## src/rtl/alu_share_arb.sv

```systemverilog
// alu_share_arb: round-robin arbiter sharing one external ALU between
// two requesters, with a fixed settle window and a tagged response.
module alu_share_arb #(
  parameter int EXEC_CYCLES = 1
) (
  input  logic        clk,
  input  logic        reset_n,
  input  logic        r0_valid,
  output logic        r0_ready,
  input  logic [2:0]  r0_op,
  input  logic [31:0] r0_a,
  input  logic [31:0] r0_b,
  input  logic [4:0]  r0_shamt,
  input  logic        r1_valid,
  output logic        r1_ready,
  input  logic [2:0]  r1_op,
  input  logic [31:0] r1_a,
  input  logic [31:0] r1_b,
  input  logic [4:0]  r1_shamt,
  output logic        rsp_valid,
  input  logic        rsp_ready,
  output logic        rsp_id,
  output logic [31:0] rsp_data,
  output logic [1:0]  rsp_flag,
  output logic        rsp_err,
  output logic [31:0] alu_a,
  output logic [31:0] alu_b,
  output logic [2:0]  alu_gin,
  output logic [4:0]  alu_shamt,
  input  logic [31:0] alu_sum,
  input  logic [1:0]  alu_flag
);

  if (EXEC_CYCLES < 1) begin : g_bad_exec
    $error("EXEC_CYCLES must be at least 1");
  end

  localparam int CW =
    (EXEC_CYCLES > 1) ? $clog2(EXEC_CYCLES) : 1;

  typedef enum logic [1:0] {
    S_IDLE,
    S_EXEC,
    S_RESP
  } state_t;

  state_t        r_state;
  state_t        w_next;
  logic [CW-1:0] r_cnt;
  logic          r_rr;
  logic          r_id;

  logic          w_any;
  logic          w_gnt;
  logic          w_acc;
  logic          w_ill;
  logic          w_done;
  logic          w_hs;
  logic [2:0]    w_op;
  logic [31:0]   w_a;
  logic [31:0]   w_b;
  logic [4:0]    w_sh;

  // Grant: lone requester wins, ties go to the rr pointer.
  always_comb begin
    w_any  = r0_valid | r1_valid;
    w_gnt  = (r0_valid & r1_valid) ? r_rr : r1_valid;
    w_acc  = reset_n & (r_state == S_IDLE) & w_any;
    w_op   = w_gnt ? r1_op    : r0_op;
    w_a    = w_gnt ? r1_a     : r0_a;
    w_b    = w_gnt ? r1_b     : r0_b;
    w_sh   = w_gnt ? r1_shamt : r0_shamt;
    w_ill  = (w_op == 3'b100) | (w_op == 3'b101);
    w_done = (r_state == S_EXEC) & (r_cnt == '0);
    w_hs   = (r_state == S_RESP) & rsp_valid & rsp_ready;
  end

  assign r0_ready = w_acc & ~w_gnt;
  assign r1_ready = w_acc &  w_gnt;

  // State register.
  always_ff @(posedge clk or negedge reset_n) begin
    if (!reset_n) r_state <= S_IDLE;
    else          r_state <= w_next;
  end

  // Next-state: illegal ops skip the ALU window entirely.
  always_comb begin
    w_next = r_state;
    unique case (r_state)
      S_IDLE: if (w_acc) w_next = w_ill ? S_RESP : S_EXEC;
      S_EXEC: if (w_done) w_next = S_RESP;
      S_RESP: if (w_hs) w_next = S_IDLE;
      default: w_next = S_IDLE;
    endcase
  end

  // Operand capture, rr pointer and settle counter.
  always_ff @(posedge clk or negedge reset_n) begin
    if (!reset_n) begin
      alu_a     <= '0;
      alu_b     <= '0;
      alu_gin   <= '0;
      alu_shamt <= '0;
      r_rr      <= 1'b0;
      r_id      <= 1'b0;
      r_cnt     <= '0;
    end else if (w_acc) begin
      alu_a     <= w_a;
      alu_b     <= w_b;
      alu_gin   <= w_op;
      alu_shamt <= w_sh;
      r_rr      <= ~w_gnt;
      r_id      <= w_gnt;
      r_cnt     <= CW'(EXEC_CYCLES - 1);
    end else if (r_state == S_EXEC && !w_done) begin
      r_cnt     <= r_cnt - CW'(1);
    end
  end

  // Response register: filled on capture or illegal accept.
  always_ff @(posedge clk or negedge reset_n) begin
    if (!reset_n) begin
      rsp_valid <= 1'b0;
      rsp_id    <= 1'b0;
      rsp_data  <= '0;
      rsp_flag  <= '0;
      rsp_err   <= 1'b0;
    end else if (w_acc && w_ill) begin
      rsp_valid <= 1'b1;
      rsp_id    <= w_gnt;
      rsp_data  <= '0;
      rsp_flag  <= 2'b01;
      rsp_err   <= 1'b1;
    end else if (w_done) begin
      rsp_valid <= 1'b1;
      rsp_id    <= r_id;
      rsp_data  <= alu_sum;
      rsp_flag  <= alu_flag;
      rsp_err   <= 1'b0;
    end else if (w_hs) begin
      rsp_valid <= 1'b0;
    end
  end

endmodule

```

## config.mk

```make
export PLATFORM = sky130hd
export DESIGN_NAME = alu_share_arb
export DESIGN_NICKNAME = d
export VERILOG_FILES = /design/src/rtl/alu_share_arb.sv
export SDC_FILE = /design/constraint.sdc
export NUM_CORES = 1
export LEC_CHECK = 0
export CORE_UTILIZATION = 25
export CTS_CLUSTER_DIAMETER = 60
export DETAILED_ROUTE_END_ITERATION = 8
export PLACE_DENSITY = 0.65
export REMOVE_ABC_BUFFERS = 1
export SETUP_SLACK_MARGIN = 0.05
export SLEW_MARGIN = 15
export SYNTH_ARGS = -nofsm -noshare
export SYNTH_HDL_FRONTEND = slang
export SYNTH_SLANG_ARGS = --single-unit
```

## constraint.sdc

```tcl
create_clock -name clk -period 1.95 [get_ports clk]
set_input_delay 0.2925 -clock clk [delete_from_list [all_inputs] [get_ports clk]]
set_output_delay 0.2925 -clock clk [all_outputs]
set_load 0.05 [all_outputs]
```

==> qor.txt <==
Router iterations before antenna repair: 4
Die Ht: 143.3 um
CP bufs+invs: 1
Post-Synthesis Cells: 496
Wire length per cell: 14.25 um
Relative area change from synthesis to final layout: 84.44%
Fraction of the mapped netlist area in simple logic gates: 12.43%
Data arrival time at the worst-slack endpoint: 1.56 ns
Status: finished, violations left
Critical Path Slowest Stage Cell: sky130_fd_sc_hd__clkdlybuf4s50_1
DRT iter0 DRCs: 131
Power density normalized to cell area: 1673 nW/um^2
Count of placed standard cells in the final layout, fillers left out: 1084
Category of the worst setup path launch point: flip-flop
Average instance area after synthesis: 10.07 um^2
Standard cell core area: 19530 um^2
Post-Synthesis Cell Area: 4992 um^2
Final hold vios: 1
Worst Max-Slew Pin Slew: 0.6511 ns
Maximum number of pins on one net before global-route repair: 115
Total vias in the final route: 4572
Cell leakage power: 4.914 nW
Synth top cells by count: sky130_fd_sc_hd__nand2_1, sky130_fd_sc_hd__dfrtp_1, sky130_fd_sc_hd__mux2i_1, sky130_fd_sc_hd__o21ai_0, sky130_fd_sc_hd__a21oi_1
Cell types occupying the most area after synthesis: sky130_fd_sc_hd__dfrtp_1, sky130_fd_sc_hd__mux2i_1, sky130_fd_sc_hd__nand2_1
Detailed Route WL: 15450 um
NumNets Final: 990
Area share of the largest cell type after synthesis: 57.14%
Critical-path cell list: clkdlybuf4s50_1
Clk pin slew, worst setup/hold paths: 0.05 ns
Clock tree from TritonCTS: yes
Global-route congestion overflow total: 0
Setup slack at placement: -0.005076 ns
Sequential-to-total area share from yosys stat: 57.14%
Via-per-instance ratio: 4.218
Endpoints failing setup: 0
Io pins: 294
Initial core utilization: 25.57%
Number of maximum-capacitance violations: 0
Setup WS post-layout: 0.09850 ns
Number of nets still failing antenna checks after routing: 0
Clock Root Buffer: sky130_fd_sc_hd__clkbuf_16
Post-CTS Setup Bufs: 0
Number of buffers added to fix hold violations after cts: 0
Tmin final: 1.852 ns
Max Clk Rate: 540.1 MHz
Kind of cell adding the most delay to the critical path: buffers and inverters
Maximum count of clock buffers along a single path: 2
Placed cell count: 1053
Worst Setup SP: alu_a[10]
Data required time at the worst endpoint: 1.66 ns
Share of the synthesized netlist area taken by xor and xnor gates: 0%
Num Clock Sinks: 114
Via count of the first global-routing pass: 4510
Share of the synthesized area in compound gates (AO/OA/AOI/OAI): 12.63%
Synth area leader: sky130_fd_sc_hd__dfrtp_1
Dominant combinational cell family by area after synthesis: multiplexers
Adder-cell share of the synthesized area: 0%
Num CTS Buffers: 17
Final worst clock skew: 0.008632 ns
Main synth FF type: sky130_fd_sc_hd__dfrtp_1
HPWL after detailed placement: 11330 um
Path class of the lowest-slack min-delay path: input port to asynchronous set/reset pin
Launching point of the worst reg2reg path: r_rr
Unrepaired setup endpoints after global routing: yes
Violations in the final reports: negative hold slack
Global placement routability congestion: 0.7141
Core utilization of the finished layout: 47.15%
Drt drc: 0
Worst vdd rail ir drop: 713.7 uV
Count of unique library cells instantiated by Yosys: 27
Wire length of the first global-routing pass: 23990 um
Reg-to-Reg End: alu_a[1]
Input/output buffers: 293
Max incr delay on CP: 0.82 ns
Type of element capturing the critical path: primary output
Worst setup slack for register-to-register paths: 0.33 ns
Die Width: 143.3 um
Number of synthesized flops with an enable pin: 0
Yosys warns: 0
Antenna diode count: 0
Number of max-slew violations in the final report: 0
Skew-Pair Late Insertion Delay: 0.40 ns
Worst rel slew slack: 56.59%
Count of H-tree levels built during CTS: 4
Largest fanout of any net on the critical path: 2
Share of final-layout standard cells stronger than drive strength 1: 9.280%
Path type of the worst setup path: flip-flop to primary output
R2R depth: 6
Most frequent cell after synthesis: sky130_fd_sc_hd__nand2_1
Share of synthesized area spent on multiplexers: 14.44%
Antenna violations before repair: 0
Total global routing track utilization: 15.46%
Num rows: 51
Final Hold Slack: -0.0008304 ns
Final Cycle Share: 94.95%
Share of synthesized registers carrying an async set or reset: 100.0%
Total die area: 20540 um^2
#FFs+latches synth: 114
logic make-up after synthesis:
kind of cell	Yosys count
muxes	72
buffers and inverters	36
AOI/OAI and AO/OA	116
DFF	114
and+or+nand+nor	158
flip-flops by register name (all words and copies together) (netlist names), 2 cells and up:
name       count
alu_a         32
alu_b         32
alu_gin        3
alu_shamt      5
r_state        2
rsp_data      32
rsp_flag       2
per-layer routing:
layer	vias to the layer above	part of all wire, %	track usage, %
li1	2306	-	-
met1	2045	40	17.82
met2	209	46	24.72
met3	12	12	8.231
met4	0	1.0	4.591
met5	-	0	0
report_power, final:
part           leakage (nW)  internal, W  switching (W)
clock network         0.277      0.00192        0.00109
logic                  3.21      0.00280        0.00555
registers              1.42      0.00347       0.000565
total                  4.91      0.00820        0.00721
metrics by stage:
stage          hold WS [ns]   TNS [ns]  cell area [um^2]  power, W
2_1_floorplan     -0.003091    -186.56              4832  0.009319
5_1_grt             0.06575          0              9208   0.01627
4_1_cts             0.04387          0              9039   0.01570
3_5_place_dp         0.4698  -0.005076              8481   0.01270
3_3_place_gp         0.4592  -0.006089              8481   0.01264
6_report         -0.0008304          0              9208   0.01541
how the worst max path moves through the flow:
stage / endpoint / slack [ns] / cells after the start
after floorplan: r_id / -2.48 / 3
after global placement: alu_a[1] / -0.006 / 7
after detailed placement: alu_a[1] / -0.005 / 7
after CTS: alu_b[19] / 0.05 / 1
after global routing: r0_ready / 0.02 / 4
final: alu_a[10] / 0.1 / 1
layout make-up:
type,count,area (um^2)
clock buffer,20,456.7
multi-input combinational,346,1996
timing repair buffer,326,3450
clock inverter,11,112.6
fill,1856,10320
tap,265,331.6
sequential,114,2854
inverter,2,7.507
placed cells by master (no fill, tap or decap), drive strengths merged:
cell           instances
nand2b                 3
mux2i                 72
a21o                   2
nand3b                 1
a32o                   1
clkinvlp               3
nand4b                 1
clkdlybuf4s50        203
and3                   1
clkbuf                20
buf                   39
nor2                   8
o32ai                  1
dlygate4sd2           17
nand2                142
a21oi                 35
dlymetal6s2s          67
nand3                  1
a311o                  1
o211ai                 1
o21ai                 72
nor2b                  1
clkinv                 6
dfrtp                114
bufinv                 2
a211o                  2
o211a                  1
inv                    2
timing repair:
action                                 CTS  global route
endpoints found under the hold margin    0             0
pin swaps                                0             0
setup endpoints to repair               19            69
resized for setup                       20            68
No activity file was read; power rests on OpenSTA's default activity.
